### src/rtl/pc_progmem_seq.sv
// Program counter with loadable program RAM, LOAD/RUN/HALT sequencer,
// registered fetch stage and a hardware return stack.
module pc_progmem_seq #(
  parameter int INSTR_W     = 16,
  parameter int PC_W        = 5,
  parameter int OPC_LSB     = 2,
  parameter int STACK_DEPTH = 4,
  parameter bit WRAP_EN     = 1'b1
) (
  input  logic               i_clk,
  input  logic               i_rst,
  input  logic               i_ce,
  input  logic               i_prog_we,
  input  logic [PC_W-1:0]    i_prog_waddr,
  input  logic [INSTR_W-1:0] i_prog_wdata,
  input  logic               i_start,
  input  logic               i_halt,
  input  logic               i_jump,
  input  logic               i_call,
  input  logic               i_ret,
  input  logic [PC_W-1:0]    i_target,
  output logic [PC_W-1:0]    o_pc_addr,
  output logic [INSTR_W-1:0] o_instr,
  output logic               o_instr_valid,
  output logic [3:0]         o_operation_code_2_id,
  output logic               o_running,
  output logic               o_halted,
  output logic               o_stack_err
);

  localparam int DEPTH = 2 ** PC_W;
  localparam int SP_W  = $clog2(STACK_DEPTH + 1);
  localparam int STK_N = 2 ** SP_W;

  localparam logic [PC_W-1:0] LAST_PC = {PC_W{1'b1}};
  localparam logic [SP_W-1:0] SP_FULL = SP_W'(STACK_DEPTH);
  localparam logic [PC_W-1:0] PC_ONE  = PC_W'(1);
  localparam logic [SP_W-1:0] SP_ONE  = SP_W'(1);

  typedef enum logic [1:0] {
    S_LOAD,
    S_RUN,
    S_HALT
  } state_e;

  state_e state_q, state_d;

  logic [INSTR_W-1:0] mem_q [DEPTH];
  logic [PC_W-1:0]    stk_q [STK_N];

  logic [PC_W-1:0]    fpc_q, fpc_d;
  logic [PC_W-1:0]    pc_q;
  logic [INSTR_W-1:0] instr_q;
  logic               valid_q, valid_d;
  logic [SP_W-1:0]    sp_q, sp_d;
  logic               err_q, err_d;

  logic               fetch_en;
  logic               push;
  logic               ram_we;
  logic               stk_empty;
  logic               stk_full;
  logic               redirect;
  logic               stk_fault;
  logic [SP_W-1:0]    top_idx;

  assign stk_empty = (sp_q == '0);
  assign stk_full  = (sp_q == SP_FULL);
  assign top_idx   = sp_q - SP_ONE;
  assign redirect  = i_ret | i_call | i_jump;

  // Return beats call, so a full stack only matters when no return is pending.
  assign stk_fault = (i_ret & stk_empty) |
                     (~i_ret & i_call & stk_full);

  always_comb begin
    state_d  = state_q;
    fpc_d    = fpc_q;
    valid_d  = valid_q;
    sp_d     = sp_q;
    err_d    = err_q;
    fetch_en = 1'b0;
    push     = 1'b0;
    ram_we   = 1'b0;
    unique case (state_q)
      S_LOAD: begin
        ram_we = i_prog_we;
        if (i_start) begin
          state_d = S_RUN;
          fpc_d   = '0;
        end
      end
      S_RUN: begin
        if (i_ce) begin
          if (i_halt) begin
            state_d = S_HALT;
            valid_d = 1'b0;
          end else if (stk_fault) begin
            err_d   = 1'b1;
            state_d = S_HALT;
            valid_d = 1'b0;
          end else begin
            fetch_en = 1'b1;
            valid_d  = ~redirect;
            if (i_ret) begin
              sp_d  = top_idx;
              fpc_d = stk_q[top_idx];
            end else if (i_call) begin
              push  = 1'b1;
              sp_d  = sp_q + SP_ONE;
              fpc_d = i_target;
            end else if (i_jump) begin
              fpc_d = i_target;
            end else begin
              fpc_d = fpc_q + PC_ONE;
              if (!WRAP_EN && fpc_q == LAST_PC) begin
                state_d = S_HALT;
              end
            end
          end
        end
      end
      S_HALT: begin
        valid_d = 1'b0;
      end
      default: begin
        state_d = S_LOAD;
      end
    endcase
  end

  always_ff @(posedge i_clk or posedge i_rst) begin
    if (i_rst) begin
      state_q <= S_LOAD;
      fpc_q   <= '0;
      pc_q    <= '0;
      instr_q <= '0;
      valid_q <= 1'b0;
      sp_q    <= '0;
      err_q   <= 1'b0;
    end else begin
      state_q <= state_d;
      fpc_q   <= fpc_d;
      valid_q <= valid_d;
      sp_q    <= sp_d;
      err_q   <= err_d;
      if (fetch_en) begin
        instr_q <= mem_q[fpc_q];
        pc_q    <= fpc_q;
      end
    end
  end

  // Program RAM and stack storage carry no reset; contents survive i_rst.
  always_ff @(posedge i_clk) begin
    if (ram_we && !i_rst) begin
      mem_q[i_prog_waddr] <= i_prog_wdata;
    end
  end

  always_ff @(posedge i_clk) begin
    if (push) begin
      stk_q[sp_q] <= pc_q + PC_ONE;
    end
  end

  assign o_pc_addr             = pc_q;
  assign o_instr               = instr_q;
  assign o_instr_valid         = valid_q;
  assign o_operation_code_2_id = instr_q[OPC_LSB+3:OPC_LSB];
  assign o_running             = (state_q == S_RUN);
  assign o_halted              = (state_q == S_HALT);
  assign o_stack_err           = err_q;

endmodule

### config.mk
export PLATFORM = sky130hd
export DESIGN_NAME = pc_progmem_seq
export DESIGN_NICKNAME = d
export VERILOG_FILES = /design/src/rtl/pc_progmem_seq.sv
export SDC_FILE = /design/constraint.sdc
export NUM_CORES = 1
export LEC_CHECK = 0
export ABC_AREA = 1
export BUFFER_PORTS_ARGS = -buffer_cell sky130_fd_sc_hd__buf_2
export CAP_MARGIN = 20
export CORE_MARGIN = 2
export CORE_UTILIZATION = 45
export CTS_CLUSTER_DIAMETER = 30
export DETAILED_ROUTE_END_ITERATION = 7
export PLACE_DENSITY_LB_ADDON = 0.12
export SLEW_MARGIN = 20
export SYNTH_ARGS = -nofsm -noshare
export SYNTH_HDL_FRONTEND = slang
export SYNTH_SLANG_ARGS = --single-unit
### constraint.sdc
create_clock -name i_clk -period 2.6 [get_ports i_clk]
set_input_delay 0.26 -clock i_clk [delete_from_list [all_inputs] [get_ports i_clk]]
set_output_delay 0.26 -clock i_clk [all_outputs]
set_load 0.02 [all_outputs]
==> out/qor.csv, run 1 <==
metric,value,unit
Max VDD drop,1.06,mV
Max Slew Vio Count,0,
Worst Path Buf+Inv,2,
DRC,0,
Setup Buffers After CTS,0,
CTS Buffer Depth,3,
global placement routability congestion,0.879,
share of cells above drive strength 1,0.154,
worst endpoint required time,2.99,ns
Worst-Margin Slew,0.932,ns
Final Hold Fails,0,
Synth cell types,30,
met2 Use GR,0.396,
final WL,69200,microns
number of global-route vias before repair,17402,
HP Class,in2reg,
period utilisation layout,0.876,
post-layout net count,2639,
crit-path cells,nor2_1 > nand2_1 > nor2_2 > nand3_1 > buf_4 > nor2_1 > buf_4,
max cap viols,0,
Power Total,37400,uW
Pwr Density,1190,nW/um^2
sequential share of the synthesized area,0.691,
FP Rows,86,
yosys warns,0,
RSZ-0062 raised after global routing,no,
vias per std cell,5.08,
fin crit period,2.28,ns
Mapped Cells,2422,
Final setup viols,0,
Core ar.,55200,sq um
leak pwr,0.0131,uW
syn_area_per_cell,10.4,sq um
"FF+latch count, synth",585,
initial DRC count,1715,
outcome,"complete, no violations",
gr ovfl total,0,
DP HPWL,41400,microns
CTS tree,built,
Initial Util,0.456,
die area,57900,sq um
"CP delay by family, top",simple AND/OR/NAND/NOR gates,
GR Util met1,0.325,
Netlist Area Pre-Place,25200,sq um
"commonest cells after routing, fill and taps aside","874 x nand2_1, 552 x edfxtp_1, 361 x nand3_1, 303 x inv_1, 134 x clkbuf_16",
Die Y,241,microns
Slew Limit Headroom,0.379,
M3 GR Usage,0.0612,
arrival time worst endpoint,2.67,ns
Final ANT Viol Nets,0,
Max Fclk,0.439,GHz
CP max FO,10,
initial antenna violation count,2,
setup_tns,0,ns
clock net sink count,585,
DR vias,17539,
io pins,64,
Setup CP Type,reg2reg,
max incr delay on CP,0.40,ns
Die W,241,microns
first-pass GRT wire length,104000,microns
slowest CP cell,dfrtp_1,
crit end category,register,
WL per Instance,20.1,microns
"most common cell after layout, fill and taps aside",nand2_1,
Filler Cells Inserted,4718,
"Reg clk slew, reported paths",0.05,ns
CP startpoint kind,register,
Inserted Clock Buffers,130,
DR pass1 iterations,6,
"Clk Latency, worst-skew pair",0.70,ns
Clock Root Buffer,clkbuf_16,
largest net degree at the start of global routing,109,
Final Skew,0.0270,ns
global route hottest layer,met2,
Port-buffer cells,63,
syn nets,2462,
Overall Global Routing Usage,0.246,
H-tree depth,4,
Hold Slack,0.0546,ns
Layout area overhead,24.3,%
-- logic make-up (layout without fill, tap and decap cells) --
family                     count (synthesis)  count (layout)  share of synthesized area
adders and majority gates                  5               5                    0.00248
buffers and inverters                    433             712                     0.0710
and+or+nand+nor                         1341            1341                      0.222
xor gates and xnor gates                   7               7                    0.00243
other                                      0               1                          0
DFF                                      585             585                      0.691
AOI/OAI and AO/OA                         51              51                     0.0117
-- synthesized netlist by cell type --
master	count	share of area
buf_1	14	0.0021
a31o_2	1	0.00035
buf_4	21	0.0063
o21ai_1	4	0.00079
ha_1	5	0.0025
o21ai_0	27	0.0054
nor2_4	3	0.0013
o211ai_1	12	0.0036
a21oi_1	5	0.00099
or2_2	18	0.0045
clkbuf_1	26	0.0039
dfrtp_1	33	0.033
xnor2_1	4	0.0014
nand3_4	1	0.00070
nor2_2	1	0.00025
edfxtp_1	552	0.66
clkinv_1	1	0.00015
buf_2	61	0.012
inv_1	305	0.045
o21bai_1	1	0.00030
nor2_1	76	0.011
nor3_1	5	0.00099
inv_2	4	0.00060
o21a_1	1	0.00030
nand3_2	1	0.00040
nand2_1	874	0.13
buf_6	1	0.00045
xor2_1	3	0.0010
nand3_1	361	0.072
nand2_2	1	0.00025
-- per-stage QoR --
stage / cells / utilization / instance area [sq um] / worst slack, ns
2_1_floorplan: 2422 / - / 25200 / 0.446
6_report: 3450 / 0.567 / 31300 / 0.322
5_1_grt: 3450 / 0.567 / 31300 / 0.197
3_5_place_dp: 3209 / 0.485 / 26800 / 0.195
3_3_place_gp: 3209 / 0.485 / 26800 / 0.229
4_1_cts: 3449 / 0.567 / 31300 / 0.174
-- layout make-up --
class,count,area (sq um),share of cell area
Timing Repair Buffer,168,1310,0.0417
Tap cell,748,936,0.0299
Multi-Input combinational cell,1404,6030,0.193
Sequential cell,585,17400,0.556
Clock inverter,90,1070,0.0342
Clock buffer,144,3390,0.108
Antenna cell,1,2.50,0.0000799
Inverter,310,1170,0.0374
-- path summary, 6_finish.rpt --
kind,from,end,slack [ns],depth (start not counted)
max,state_q[0],mem_q[25][11],0.32,7
min reg2reg,o_stack_err,o_stack_err,0.48,1
min in group asynchronous,i_rst,state_q[1],0.20,3
max in group asynchronous,i_rst,fpc_q[0],1.67,4
max reg2reg,state_q[0],mem_q[25][11],0.32,7
min,i_halt,state_q[0],0.05,5
-- what timing repair did --
action	in CTS	in global routing
setup endpoints to repair	0	10
gates resized for setup	0	1
hold buffers	6	0
hold endpoints to repair	21	0
-- power by group --
| part | internal, uW | total, uW | switching [uW] |
|---|---|---|---|
| registers | 10700 | 11000 | 309 |
| logic | 2930 | 9830 | 6900 |
| clock network | 11300 | 16500 | 5260 |
-- per-layer routing --
metal / share of wire / up-vias
met1: 0.42 / 8451
met5: 0 / -
met3: 0.077 / 111
met2: 0.48 / 666
met4: 0.023 / 0
li1: - / 8311
-- tightest hold or removal path, delay by kind of cell --
family	cells	cell delay, ns
and+or+nand+nor	3	0.18
buffers and inverters	1	0.10
AOI/OAI and AO/OA	1	0.16
-- flip-flops by register name, summed over array words and instances, names as in the netlist --
register and cells:
fpc_q 5, mem_q 512, o_instr_valid 1, o_stack_err 1, stk_q 40, o_instr 16, sp_q 3, o_pc_addr 5
state_q 2
Note: power is estimated with default switching activity, not from simulation.
==> inputs of run 2 (changes only) <==
Settings changed: BUFFER_PORTS_ARGS -buffer_cell sky130_fd_sc_hd__buf_2 to -buffer_cell sky130_fd_sc_hd__clkbuf_2, CTS_CLUSTER_SIZE from default to 30.
==> run 2 against run 1 <==
Net effect:
- global-route usage decreased by 0.082 points
- clock-buffer cell count is 17 lower
- final area fell by 0.66%
- worst setup slack lost 0.16 ns
- via count decreased by 0.59%
- clock skew about the same
- register-to-register slack lost 0.16 ns
- fmax decreased by 6.5%
- sequential power about the same
- sequential share of layout area is 0.37 points higher
- total power down 1.5%
- critical path type unchanged
==> out/qor.csv, run 2 (synthesized netlist as in run 1, its figures left out) <==
metric,value,unit,change
gr ovfl total,0,,unchanged
Port-buffer cells,63,,unchanged
share of cells above drive strength 1,0.155,,+0.00177
hold path cells,5,,unchanged
R2R depth,7,,unchanged
FP Rows,86,,unchanged
initial DRC count,1540,,-10%
DRC,0,,unchanged
placed standard-cell area,26800,sq um,about the same
clock power share,0.431,,-0.011
CTS tree,built,,
Worst-Margin Slew,1.01,ns,+0.0748 ns
post-layout net count,2630,,-0.34%
leak pwr,0.0131,uW,-0.61%
sw frac,0.341,,+0.00699
clock net sink count,585,,unchanged
Reg power frac,0.299,,+0.004
first-pass GRT wire length,104000,microns,+0.44%
Final ANT Viol Nets,0,,unchanged
crit-path cells,nor2_1 > nand2_1 > nor2_1 > nand3_1 > buf_4 > nor2_1 > buf_4,,
Overall Global Routing Usage,0.245,,-0.000825
initial antenna violation count,0,,-2
slowest CP cell,nor2_1,,
Most Frequent Cell on Critical Path,nor2_1,,
Max Fclk,0.410,GHz,-6.5%
WL per Instance,20.1,microns,+0.24%
vias per std cell,5.06,,-0.41%
Pwr Density,1180,nW/um^2,-0.80%
Die Y,241,microns,unchanged
combinational power share,0.269,,+0.006
RSZ-0062 raised after global routing,no,,
Final setup viols,0,,unchanged
crit end category,register,,
Int Power,24300,uW,-2.5%
Max VDD drop,0.835,mV,-21%
max cap viols,0,,unchanged
max incr delay on CP,0.54,ns,+0.14 ns
worst endpoint required time,2.95,ns,-0.04 ns
Setup Buffers After CTS,0,,unchanged
CP startpoint kind,register,,
die area,57900,sq um,unchanged
H-tree depth,3,,-1
Final Skew,0.0268,ns,-0.000191 ns
"Most flops, register",mem_q,,
DP HPWL,41600,microns,+0.58%
global placement routability congestion,0.875,,-0.46%
HP Class,in2reg,,
Clock Root Buffer,clkbuf_16,,
largest net degree at the start of global routing,88,,-19%
Initial Util,0.456,,unchanged
Slew Limit Headroom,0.329,,-0.0499
arrival time worst endpoint,2.78,ns,+0.11 ns
outcome,"complete, no violations",,
Post-CTS Resized,0,,unchanged
fin crit period,2.44,ns,+0.160 ns
final WL,69300,microns,about the same
setup_tns,0,ns,unchanged
max FFs per register,512,,unchanged
post-layout utilization of the core,0.564,,-0.00376
Die W,241,microns,unchanged
Inserted Clock Buffers,119,,-8.5%
DR vias,17436,,-0.59%
"most common cell after layout, fill and taps aside",nand2_1,,
Core ar.,55200,sq um,unchanged
diode count,0,,-1
number of global-route vias before repair,16965,,-2.5%
"commonest cells after routing, fill and taps aside","874 x nand2_1, 552 x edfxtp_1, 361 x nand3_1, 303 x inv_1, 119 x clkbuf_16",,
"Reg clk slew, reported paths",0.04,ns,about the same
Layout area overhead,23.5,%,
Max Slew Vio Count,0,,unchanged
post-route cell area,31100,sq um,-0.66%
CTS Buffer Depth,3,,unchanged
Setup CP Type,reg2reg,,
Psw,12500,uW,+0.61%
DR pass1 iterations,6,,unchanged
io pins,64,,unchanged
CP max FO,9,,-1
Final Hold Fails,0,,unchanged
period utilisation layout,0.938,,+0.0614
"Clk Latency, worst-skew pair",0.67,ns,-0.03 ns
==> run 2: cell types whose count changed in the layout (fill, tap and decap cells not counted), moves of 6 or more <==
cell	delta
buf_2	-63
clkbuf_2	+63
clkbuf_16	-15
clkinv_2	+10
clkinv_1	-6
==> run 2: metrics by stage <==
| step | power (uW) | instances | worst slack, ns | hold WS (ns) |
|---|---|---|---|---|
| final | 36800 | 3444 | 0.162 | 0.0643 |
| after CTS | 37100 | 3444 | 0.204 | 0.0391 |
| after global routing | 38500 | 3444 | 0.0845 | 0.0794 |
| after global placement | 21100 | 3211 | 0.236 | 0.335 |
| after detailed placement | 21100 | 3211 | 0.209 | 0.340 |
| after floorplan | 17300 | 2422 | 0.446 | 0.359 |
==> run 2: area by class of cell <==
type,count,area [sq um]
sequential,585,17400
tap,748,936
timing repair buffer,170,1310
multi-input combinational,1404,6030
clock inverter,100,1230
inverter,310,1170
clock buffer,127,3030
fill,4725,24100
==> run 2: path summary, 6_finish.rpt <==
kind	from	end	slack [ns]
hold reg to reg	o_stack_err	o_stack_err	0.48
hold / removal	i_target[2]	fpc_q[2]	0.06
setup / recovery	state_q[0]	mem_q[22][8]	0.16
setup reg to reg	state_q[0]	mem_q[22][8]	0.16
max in group asynchronous	i_rst	o_instr[7]	1.80
min in group asynchronous	i_rst	sp_q[1]	0.20
==> run 2: what timing repair did <==
item,CTS,global route
hold buffers,6,0
hold endpoints to repair,22,0
setup endpoints to repair,0,0
==> run 2: worst max-delay path: cells and delay by family (launching register included) <==
kind,cells,cell delay (ns)
flops,1,0.40
simple gates,5,1.24
buf+inv,2,0.49
==> run 2: routing by layer <==
| metal | up-vias | global-route usage | wire length, microns |
|---|---|---|---|
| met1 | 8379 | 0.344 | 30200 |
| met4 | 0 | 0.0888 | 1630 |
| li1 | 8313 | - | - |
| met3 | 108 | 0.0400 | 4910 |
| met2 | 636 | 0.388 | 32500 |
| met5 | - | 0 | 0 |
==> run 2: power by group through the flow <==
stage	clock, uW	sequential (uW)	combinational (uW)
2_1_floorplan	0	11200	6120
3_3_place_gp	0	11200	9890
3_5_place_dp	0	11200	9940
4_1_cts	16100	11000	9970
5_1_grt	16500	11000	10900
6_report	15900	11000	9930
